--- src/rtl/div_iter.sv ---
`default_nettype none
// ============================================================================
// Module      : div_iter
// Description : Iterative unsigned divider, restoring radix-2, one quotient
//               bit per clock. Valid/ready handshake on input and output.
//               Optional macro DIV_ITER_DIV0_FLAG_EN adds the div_zero output,
//               which flags a result produced from a zero divisor.
// Revision    : 1.0 - initial release
// ============================================================================
module div_iter #(
   parameter int WIDTH = 32
) (
   input  logic             clk,
   input  logic             reset_n,
   input  logic             in_valid,
   output logic             in_ready,
   input  logic [WIDTH-1:0] dividend,
   input  logic [WIDTH-1:0] divisor,
   output logic             out_valid,
   input  logic             out_ready,
   output logic [WIDTH-1:0] quotient,
   output logic [WIDTH-1:0] remainder
`ifdef DIV_ITER_DIV0_FLAG_EN
   ,
   output logic             div_zero
`endif
);

   localparam int                CNT_W    = $clog2(WIDTH);
   localparam logic [CNT_W-1:0] CNT_LAST = CNT_W'(WIDTH - 1);

   typedef enum logic [1:0] {
      S_IDLE = 2'd0,
      S_BUSY = 2'd1,
      S_DONE = 2'd2
   } state_t;

   state_t             state_q, state_d;
   logic [CNT_W-1:0]   cnt_q, cnt_d;
   logic [WIDTH:0]     rem_q, rem_d;     // partial remainder R
   logic [WIDTH-1:0]   quo_q, quo_d;     // dividend shifting out / quotient shifting in
   logic [WIDTH-1:0]   dvs_q, dvs_d;     // divisor latched on accept
   logic [WIDTH-1:0]   qout_q, qout_d;   // published quotient, survives next accept
   logic [WIDTH-1:0]   rout_q, rout_d;   // published remainder, survives next accept

   logic [WIDTH:0]     w_shift;
   logic [WIDTH:0]     w_trial;
   logic [WIDTH:0]     w_iter_rem;
   logic [WIDTH-1:0]   w_iter_quo;

   // One restoring step: shift in the next dividend bit, try the subtraction,
   // keep it only if the result is non-negative.
   always_comb begin
      w_shift    = {rem_q[WIDTH-1:0], quo_q[WIDTH-1]};
      w_trial    = w_shift - {1'b0, dvs_q};
      w_iter_rem = w_trial[WIDTH] ? w_shift : w_trial;
      w_iter_quo = {quo_q[WIDTH-2:0], ~w_trial[WIDTH]};
   end

   // Next-state and handshake decode.
   always_comb begin
      state_d   = state_q;
      cnt_d     = cnt_q;
      rem_d     = rem_q;
      quo_d     = quo_q;
      dvs_d     = dvs_q;
      qout_d    = qout_q;
      rout_d    = rout_q;
      in_ready  = 1'b0;
      out_valid = 1'b0;
      case (state_q)
         S_IDLE: begin
            in_ready = 1'b1;
            if (in_valid) begin
               quo_d   = dividend;
               rem_d   = '0;
               dvs_d   = divisor;
               cnt_d   = CNT_LAST;
               state_d = S_BUSY;
            end
         end
         S_BUSY: begin
            rem_d = w_iter_rem;
            quo_d = w_iter_quo;
            if (cnt_q == '0) begin
               qout_d  = w_iter_quo;
               rout_d  = w_iter_rem[WIDTH-1:0];
               state_d = S_DONE;
            end else begin
               cnt_d = cnt_q - 1'b1;
            end
         end
         S_DONE: begin
            out_valid = 1'b1;
            // Returning to IDLE takes this edge; a pending in_valid waits one more.
            if (out_ready) begin
               state_d = S_IDLE;
            end
         end
         default: begin
            state_d = S_IDLE;
         end
      endcase
   end

   // State and datapath registers; reset aborts any operation in flight.
   always_ff @(posedge clk or negedge reset_n) begin
      if (!reset_n) begin
         state_q <= S_IDLE;
         cnt_q   <= '0;
         rem_q   <= '0;
         quo_q   <= '0;
         dvs_q   <= '0;
         qout_q  <= '0;
         rout_q  <= '0;
      end else begin
         state_q <= state_d;
         cnt_q   <= cnt_d;
         rem_q   <= rem_d;
         quo_q   <= quo_d;
         dvs_q   <= dvs_d;
         qout_q  <= qout_d;
         rout_q  <= rout_d;
      end
   end

   assign quotient  = qout_q;
   assign remainder = rout_q;

`ifdef DIV_ITER_DIV0_FLAG_EN
   logic dz_q;

   // Zero-divisor flag captured at accept; stays put through DONE and beyond.
   always_ff @(posedge clk or negedge reset_n) begin
      if (!reset_n) begin
         dz_q <= 1'b0;
      end else if (state_q == S_IDLE && in_valid) begin
         dz_q <= (divisor == '0);
      end
   end

   assign div_zero = dz_q;
`endif

endmodule
`default_nettype wire

--- config.mk ---
export PLATFORM = sky130hd
export DESIGN_NAME = div_iter
export DESIGN_NICKNAME = d
export VERILOG_FILES = /design/src/rtl/div_iter.sv
export SDC_FILE = /design/constraint.sdc
export NUM_CORES = 1
export LEC_CHECK = 0
export CORE_AREA = 2 2 137 139
export CTS_CLUSTER_DIAMETER = 60
export CTS_CLUSTER_SIZE = 28
export DETAILED_ROUTE_END_ITERATION = 10
export DIE_AREA = 0 0 139 141
export GPL_ROUTABILITY_DRIVEN = 0
export GPL_TIMING_DRIVEN = 0
export PLACE_DENSITY_LB_ADDON = 0.2
export SYNTH_ARGS = -nofsm -noshare
export SYNTH_HDL_FRONTEND = slang
export SYNTH_SLANG_ARGS = --single-unit
--- constraint.sdc ---
create_clock -name clk -period 2.8 [get_ports clk]
set_input_delay 0.42 -clock clk [delete_from_list [all_inputs] [get_ports clk]]
set_output_delay 0.42 -clock clk [all_outputs]
set_load 0.03 [all_outputs]
==> impl_metrics.tcl <==
set metrics [dict create \
    overflow 0 \
    die-area_um2 19600 \
    hold_viol_final 0 \
    clock.fmax_ghz 0.3165 \
    cts_buffers 17 \
    syn_inst 942 \
    cp_cell_sequence "inv_2 > ha_4 > inv_2 > fa_2 > a211oi_2 > o211ai_1 > a21oi_2 > o21ai_2 > a21o_1 > a311oi_4 > buf_6 > buf_12 > mux2i_4 > o21ai_1" \
    fp.dieW_um 139 \
    critPathSlowestCell "dfrtp_1" \
    insertion_delay_ps 430 \
    drtIter0Drc 504 \
    fillers 1537 \
    grt_pass1_wl_um 37880 \
    cp.required_ps 3090 \
    clockBufferDepth 2 \
    grt_antenna_before_repair 0 \
    viasPerCell 5.606 \
    avgSynthCellArea_um2 9.310 \
    num_io_pins 134 \
    drc 0 \
    synthArstFlopShare_pct 100.0 \
    ys_ff_latch 167 \
    critPathKind "reg2reg" \
    violations "setup timing" \
    yosysWarnings 0 \
    slew_viol_final 0 \
    dp.cells 1310 \
    tightest_slew_ps 789.7 \
    syn2layout_area_growth_pct 32.44 \
    setup_viol 66 \
    initial_core_util_pct 48.01 \
    io_buffers 133 \
    critPathTopFamily "compound AO/OA/AOI/OAI gates" \
    min_path_type "reg2reg" \
    cp.arrival_ps 3450 \
    hp-start "remainder[21]" \
    syn_area_um2 8770 \
    std_cell_rows 50 \
    clockRootBuffer "clkbuf_16" \
    grt_usage_pct 24.10 \
    synth_top_area_share_pct 47.65 \
    core_um2 18270 \
    die_y_um 141 \
    endpoint_kind "flip-flop" \
    grt_max_degree 87 \
    cp-start-kind "flip-flop" \
    maxSlewHeadroom_pct 47.35 \
    worstPathBufferInverterCount 4 \
    cts_tree "done" \
    clkTransAtPathRegs_ps 70 \
    routed_wl_um 23540 \
    final.setup.tns_ps -19330 \
    drive_above_1_share_pct 13.01 \
    final_cells 1356 \
    final_nets 1212 \
    clkSinkCount 167 \
    diodes 0 \
    worst_path_largest_cell_delay_ps 390 \
    seq_area_frac_synth_pct 47.65 \
    fin_worst_skew_ps 9.508 \
    yosys-top-cells-count "dfrtp_1, nand2_1, o21ai_1" \
    antenna_left 0 \
    yosysTopAreaCell "dfrtp_1" \
    via_count 7602 \
    period_share_pct 112.8 \
    synth.area.top_cells "dfrtp_1, nand2_1, ha_1" \
    setup.worst_path.start "quo_q[31]" \
    dpl.hpwl_um 16380 \
    wl_per_cell_um 17.36 \
    final_core_util_pct 63.58 \
    r2r_slack_ps -360 \
    multi_input_area_um2 4616 \
    synth_nets 1045 \
    ys.flop_type "dfrtp_1" \
    fin_hold_ws_ps 482.7 \
    fin_ws_ps -359.1 \
    cpMostUsedCell "inv_2" \
    outcome "finished with violations" \
    worst-path-max-fanout 10 \
    seq_area_um2 4179 \
    dr.pass1.iters 8 \
    drv_cap 0 \
    rsz0062_at_grt "yes" \
    synth_edf_count 0 \
    htreeDepth 4 \
    yosys.cell_count.top_type "dfrtp_1" \
    grt_pass1_vias 7419 \
    post-route-min-period_ps 3159 \
    ys_types 57 \
    rr_startpoint "quo_q[31]" \
]
-- routing by layer --
metal | GRT usage, % | share of wire, % | up-vias
met1 | 31.73 | 43 | 3681
met5 | 0 | 0 | -
met2 | 39.28 | 48 | 243
met3 | 6.352 | 6.8 | 33
met4 | 7.602 | 1.9 | 0
li1 | - | - | 3645
-- layout make-up --
cell class              count  share of cell area, %
clock buffers              17                  3.663
multi-input cells         676                  39.74
inverters                  41                  1.325
flip-flops and latches    167                  35.98
plain buffers              56                  2.284
clock inverters            15                  1.379
well taps                 234                  2.521
repair buffers            150                  13.11
-- worst paths after layout --
path                       cells after the start       endpoint
setup / recovery                              14  remainder[15]
hold / removal                                 2  remainder[21]
setup reg to reg                              14  remainder[15]
hold reg to reg                                2  remainder[21]
max in group asynchronous                      3   quotient[20]
min in group asynchronous                      2       dvs_q[8]
-- sequential cells by signal, summed over array words and instances, names as in the netlist --
name	flops
remainder	32
state_q	2
rem_q	32
cnt_q	5
quotient	32
dvs_q	32
quo_q	32
-- through the flow --
stage | setup WS [ps] | cell area [um2]
6_report | -359.1 | 11610
5_1_grt | -479.7 | 11610
4_1_cts | -333.8 | 11420
3_5_place_dp | -785.4 | 10430
3_3_place_gp | -5658 | 10400
2_1_floorplan | -104.2 | 8777
-- cell families after synthesis --
group,after synthesis,synth area share (%)
XOR/XNOR,27,2.696
flip-flops,167,47.65
multiplexers,65,7.904
adder cells (fa/ha/maj),35,5.079
buffers and inverters,99,4.566
AO/OA/AOI/OAI,251,17.29
AND/OR/NAND/NOR,298,14.81
-- what timing repair did --
| item | CTS | global route |
|---|---|---|
| hold buffers | 1 | 0 |
| setup endpoints to repair | 66 | 66 |
| pin swaps | 3 | 0 |
| gates cloned | 1 | 1 |
| buffers inserted | 12 | 2 |
| resized for setup | 58 | 33 |
| hold endpoints to repair | 10 | 0 |
-- worst register-to-register path, stage by stage, from the launching register on --
cell and delay [ps]:
dfrtp_1 390, inv_2 90, ha_4 140, inv_2 40, fa_2 360, a211oi_2 230
o211ai_1 170, a21oi_2 220, o21ai_2 110, a21o_1 200, a311oi_4 330, buf_6 190
buf_12 190, mux2i_4 280, o21ai_1 90
-- cell usage in the layout, fill, tap and decap left out, types with 13 or more instances in the layout --
| cell | instances |
|---|---|
| nand2_1 | 155 |
| mux2_2 | 33 |
| a31oi_1 | 33 |
| clkbuf_1 | 43 |
| a21o_1 | 19 |
| a21oi_1 | 37 |
| nor2_1 | 53 |
| mux2i_4 | 25 |
| ha_1 | 33 |
| xnor2_1 | 16 |
| dfrtp_1 | 167 |
| o21ai_2 | 13 |
| o21ai_0 | 45 |
| inv_1 | 39 |
| nand3_1 | 43 |
| o21ai_1 | 54 |
| clkbuf_16 | 18 |
| clkdlybuf4s50_1 | 132 |
Power is left out: the tool's default activity adds up to more than one toggle a clock period on the data nets, which glitch-free logic cannot reach.
